### src/rtl/l2_cacheline_adaptor_pkg.sv
// Shared cache types: line/burst geometry, request-select enum and line-address helpers.
package l2_cacheline_adaptor_pkg;

  localparam int LINE_BITS   = 256;
  localparam int BURST_BITS  = 64;
  localparam int BEATS       = LINE_BITS / BURST_BITS;
  localparam int OFFSET_BITS = $clog2(LINE_BITS / 8);

  typedef enum logic [1:0] {
    REQ_NONE,
    REQ_READ,
    REQ_WRITE
  } req_e;

  // Writeback wins over fill when L2 raises both in the same cycle.
  function automatic req_e decode_req(input logic rd, input logic wr);
    if (wr) return REQ_WRITE;
    if (rd) return REQ_READ;
    return REQ_NONE;
  endfunction

  function automatic logic [31:0] align_line(input logic [31:0] addr);
    return addr & ~((32'd1 << OFFSET_BITS) - 32'd1);
  endfunction

endpackage

### src/rtl/l2_cacheline_adaptor.sv
// Converts one 256-bit L2 line read/write into a four-beat 64-bit DRAM burst
// and returns a single-cycle completion pulse carrying the full line.
module l2_cacheline_adaptor
  import l2_cacheline_adaptor_pkg::*;
#(
  parameter int LINE_BITS  = l2_cacheline_adaptor_pkg::LINE_BITS,
  parameter int BURST_BITS = l2_cacheline_adaptor_pkg::BURST_BITS,
  parameter int BEATS      = l2_cacheline_adaptor_pkg::BEATS
) (
  input  logic                  clk,
  input  logic                  rst,
  input  logic                  read_i,
  input  logic                  write_i,
  input  logic [31:0]           address_i,
  input  logic [LINE_BITS-1:0]  line_i,
  output logic [LINE_BITS-1:0]  line_o,
  output logic                  resp_o,
  input  logic [BURST_BITS-1:0] burst_i,
  output logic [BURST_BITS-1:0] burst_o,
  output logic [31:0]           address_o,
  output logic                  read_o,
  output logic                  write_o,
  input  logic                  resp_i
);

  localparam int CNT_BITS = $clog2(BEATS);

  typedef enum logic [2:0] {
    IDLE,
    RD_BURST,
    RD_DONE,
    WR_BURST,
    WR_DONE
  } state_e;

  state_e                               state;
  logic   [CNT_BITS-1:0]                cnt;
  logic   [CNT_BITS-1:0]                cnt_next;
  logic                                 last_beat;
  req_e                                 req;
  logic   [BEATS-1:0][BURST_BITS-1:0]   beats_q;
  logic   [BEATS-1:0][BURST_BITS-1:0]   line_next;

  assign req       = decode_req(read_i, write_i);
  assign cnt_next  = cnt + CNT_BITS'(1);
  assign last_beat = (cnt == CNT_BITS'(BEATS - 1));

  // NOTE: every always_comb target gets a full default first so no latch is inferred.
  always_comb begin
    line_next      = beats_q;
    line_next[cnt] = burst_i;
  end

  // NOTE: the beat buffer is pure datapath and deliberately has no reset; every
  // beat is rewritten before it can reach line_o or burst_o.
  always_ff @(posedge clk) begin
    if (state == IDLE && req == REQ_WRITE) begin
      beats_q <= line_i;
    end else if (state == RD_BURST && resp_i) begin
      beats_q[cnt] <= burst_i;
    end
  end

  always_ff @(posedge clk) begin
    if (rst) begin
      state     <= IDLE;
      cnt       <= '0;
      read_o    <= 1'b0;
      write_o   <= 1'b0;
      resp_o    <= 1'b0;
      address_o <= '0;
      burst_o   <= '0;
      line_o    <= '0;
    end else begin
      resp_o <= 1'b0;
      case (state)
        IDLE: begin
          case (req)
            REQ_WRITE: begin
              state     <= WR_BURST;
              write_o   <= 1'b1;
              cnt       <= '0;
              address_o <= align_line(address_i);
              burst_o   <= line_i[BURST_BITS-1:0];
            end
            REQ_READ: begin
              state     <= RD_BURST;
              read_o    <= 1'b1;
              cnt       <= '0;
              address_o <= align_line(address_i);
            end
            default: ;
          endcase
        end
        RD_BURST: begin
          if (resp_i) begin
            cnt <= cnt_next;
            if (last_beat) begin
              state  <= RD_DONE;
              read_o <= 1'b0;
              resp_o <= 1'b1;
              line_o <= line_next;
            end
          end
        end
        WR_BURST: begin
          if (resp_i) begin
            cnt <= cnt_next;
            if (last_beat) begin
              state   <= WR_DONE;
              write_o <= 1'b0;
              resp_o  <= 1'b1;
              burst_o <= '0;
            end else begin
              burst_o <= beats_q[cnt_next];
            end
          end
        end
        RD_DONE, WR_DONE: state <= IDLE;
        default:          state <= IDLE;
      endcase
    end
  end

endmodule

### config.mk
export PLATFORM = sky130hd
export DESIGN_NAME = l2_cacheline_adaptor
export DESIGN_NICKNAME = d
export VERILOG_FILES = /design/src/rtl/l2_cacheline_adaptor_pkg.sv /design/src/rtl/l2_cacheline_adaptor.sv
export SDC_FILE = /design/constraint.sdc
export NUM_CORES = 1
export LEC_CHECK = 0
export CAP_MARGIN = 0
export CORE_AREA = 4 4 274 276
export CTS_BUF_LIST = sky130_fd_sc_hd__clkbuf_4 sky130_fd_sc_hd__clkbuf_8 sky130_fd_sc_hd__clkbuf_16
export CTS_CLUSTER_DIAMETER = 100
export DETAILED_ROUTE_END_ITERATION = 6
export DIE_AREA = 0 0 278 280
export PLACE_DENSITY = 0.69
export SLEW_MARGIN = 30
export SYNTH_ARGS = -nofsm -noshare
export SYNTH_HDL_FRONTEND = slang
export SYNTH_SLANG_ARGS = --single-unit
### constraint.sdc
create_clock -name clk -period 22.8 [get_ports clk]
set_input_delay 4.56 -clock clk [delete_from_list [all_inputs] [get_ports clk]]
set_output_delay 4.56 -clock clk [all_outputs]
set_load 0.03 [all_outputs]
==> results.json <==
{
  "status": "finished clean",
  "crit_top_cell": "buf_4",
  "period_share": 0.334,
  "min-delay-start": "burst_o[50]$_SDFFE_PP0P_",
  "finalWirelength_mm": 112,
  "holdPathStages": 2,
  "vias_per_cell": 5.86,
  "final_cells": 4253,
  "io_pins": 712,
  "antenna_found_initial": 24,
  "ys_ff_latch": 611,
  "place.port_buffers": 701,
  "cts_resized": 0,
  "vias": 24900,
  "dpl_worst_slack_ns": 14.56,
  "ys_top_cells_by_area": "edfxtp_1 (27%), dfxtp_1 (25%), a21oi_1 (9.4%)",
  "dr_wl_met3_mm": 9.61,
  "power_density_nw_per_um2": 76.5,
  "antenna_left": 0,
  "synth_area_sq_um": 28800,
  "grt-ovfl-total": 0,
  "ys.flop_type": "dfxtp_1",
  "grt_pass1_wl_mm": 162,
  "top_layer_used": "met5",
  "worstReg2RegStart": "cnt[0]$_SDFFE_PP0P_",
  "min_path_type": "reg2reg",
  "yosys_warnings": 0,
  "clk_path_buf_depth": 3,
  "wl_per_cell_microns": 26.3,
  "core_area_sq_um": 72600,
  "cts_buffers": 70,
  "layout_common_cells": "clkdlybuf4s50_1 (699), a21oi_1 (542), dfxtp_1 (351), nor2_1 (258)",
  "rr_worst_depth": 8,
  "setup_viol": 0,
  "finalClockSkew_ns": 0.0251,
  "area_growth_pct": 32.7,
  "root_buffer": "clkbuf_16",
  "yosysUniqueCellTypes": 39,
  "die_h_microns": 280,
  "cts_setup_buffers": 0,
  "worstMarginPinSlew_ns": 1.03,
  "cts.clk_slew.worst_paths_ns": 0.06,
  "final_common_cell": "clkdlybuf4s50_1",
  "die_w_microns": 278,
  "ys_async_sr_fraction": 0,
  "synth_top_area_share": 0.267,
  "gr-usage-all-layers": 0.272,
  "avgSynthCellArea_sq_um": 10.7,
  "max-vdd-ir-drop_mv": 0.0614,
  "htree_levels": 3,
  "max_freq_ghz": 0.131,
  "hold-path-endpoint": "burst_o[50]$_SDFFE_PP0P_",
  "p_leak_nw": 12.6,
  "synth_edf_count": 256,
  "critPathCaptureType": "register",
  "hold_viol_final": 0,
  "arrival_ns": 8.12,
  "cp-start-kind": "input pin",
  "max_stage_delay_ns": 0.83,
  "start_util": 0.397,
  "grt_start_max_net_pins": 230,
  "drtIter0Drc": 2561,
  "cp.depth": 6,
  "drcViolationCount": 0,
  "drive_above_1_share": 0.0822,
  "r2r_setup_slack_ns": 17.86,
  "period_minus_slack_ns": 7.61,
  "wl_met2_mm": 53.0,
  "dp_cells": 4099,
  "nets": 3578,
  "required_ns": 23.31,
  "cts.sinks": 611,
  "post-route-util": 0.527,
  "synthCells": 2701,
  "yosysSeqAreaShare": 0.513,
  "dp_hpwl_mm": 70.4,
  "cts_tree": "built",
  "die_area_sq_um": 77800,
  "fin_ws_ns": 15.19,
  "drv_slew": 0,
  "crit_path_top_delay_cell": "buf_4",
  "fin_setup_tns_ns": 0,
  "gp_congestion": 0.856,
  "yosysTopAreaCell": "edfxtp_1",
  "relSlewSlack": 0.314,
  "max-cap-violations": 0,
  "wl_met1_mm": 45.0,
  "ctsHoldBuffers": 0,
  "rsz0062_at_grt": "false",
  "core.rowCount": 99,
  "path_cells": "clkdlybuf4s50_1, and3b_4, buf_4, buf_4, nand3_1, a21oi_1",
  "rr_endpoint": "line_o[12]$_SDFFE_PP0P_",
  "grt_pass1_vias": 24000,
  "insertion_delay_ns": 0.60,
  "critPathTopFamily": "buffers and inverters",
  "worstSetupPathType": "in2reg",
  "first_pass_iters": 6,
  "cp_num_buf_inv": 3,
  "cp_max_fo": 74
}
## flip-flops by register name, indices dropped and copies added, names as in the netlist
register,flops
beats_q,256
line_o,256
burst_o,64
address_o,27
state,3
cnt,2
read_o,1
resp_o,1
write_o,1
## per-stage QoR
stage	hold WS [ns]	power [mW]	area [sq um]
floorplan	0.513	1.64	28800
global placement	0.444	1.81	35700
detailed placement	0.444	1.81	35700
CTS	0.456	2.94	38100
global route	0.471	3.03	38200
finish	0.454	2.93	38300
## worst max path at each step
stage | slack [ns] | end | from
2_1_floorplan | 5.60 | beats_q[0]$_DFFE_PP_ | resp_i
3_3_place_gp | 14.57 | beats_q[221]$_DFFE_PP_ | write_i
4_1_cts | 15.21 | beats_q[36]$_DFFE_PP_ | write_i
5_1_grt | 15.16 | line_o[215]$_SDFFE_PP0P_ | resp_i
3_5_place_dp | 14.56 | beats_q[94]$_DFFE_PP_ | write_i
6_report | 15.19 | line_o[215]$_SDFFE_PP0P_ | resp_i
## layout make-up
| cell class | instances | area [sq um] |
|---|---|---|
| diodes | 21 | 52.6 |
| fillers | 6552 | 34300 |
| flip-flops and latches | 611 | 14800 |
| clock inverters | 20 | 141 |
| well taps | 959 | 1200 |
| inverters | 68 | 255 |
| multi-input cells | 1725 | 12200 |
| clock buffers | 108 | 2170 |
| repair buffers | 741 | 7450 |
## power by group
part           leakage (nW)  total (mW)  switching, mW  internal [mW]
clock                  1.18        1.13          0.468          0.659
combinational          6.07       0.499          0.292          0.207
sequential             5.30        1.30         0.0485           1.25
## cell families (layout without fill, tap and decap cells)
kind of cell,after synthesis,after routing,synth area share
AO/OA/AOI/OAI,963,963,0.201
adder cells (fa/ha/maj),4,4,0.00174
buffers and inverters,369,937,0.0687
flip-flops,611,611,0.513
multiplexers,320,320,0.139
other,1,26,0.000130
AND/OR/NAND/NOR,433,433,0.0762
## worst register-to-register path, stage by stage, from the launching register on
cell,delay (ns)
dfxtp_4,0.54
ha_4,0.84
buf_4,0.81
nand2b_4,0.71
nor2_4,0.29
buf_4,0.57
buf_4,0.49
buf_16,0.30
a211oi_1,0.25
## Yosys cell counts (2+ instances only)
library cell	count
a21oi_1	542
dfxtp_1	355
nor2_1	259
edfxtp_1	256
mux2i_1	256
a211oi_1	251
clkbuf_1	126
o21ai_0	94
nand3_1	92
buf_2	73
inv_1	68
mux4_2	64
buf_6	61
or4b_1	60
a221oi_1	58
buf_1	28
buf_4	12
a211oi_2	6
a221oi_2	6
or4b_2	5
ha_1	4
nand2_1	3
nor3_1	3
and3b_1	2
nand3b_1	2
o211ai_1	2
## metal layers
layer | vias up | GRT usage
li1 | 11300 | -
met1 | 12200 | 0.355
met2 | 1212 | 0.434
met3 | 220 | 0.0676
met4 | 2 | 0.113
met5 | - | 0
Note: power is estimated with default switching activity, not from simulation.
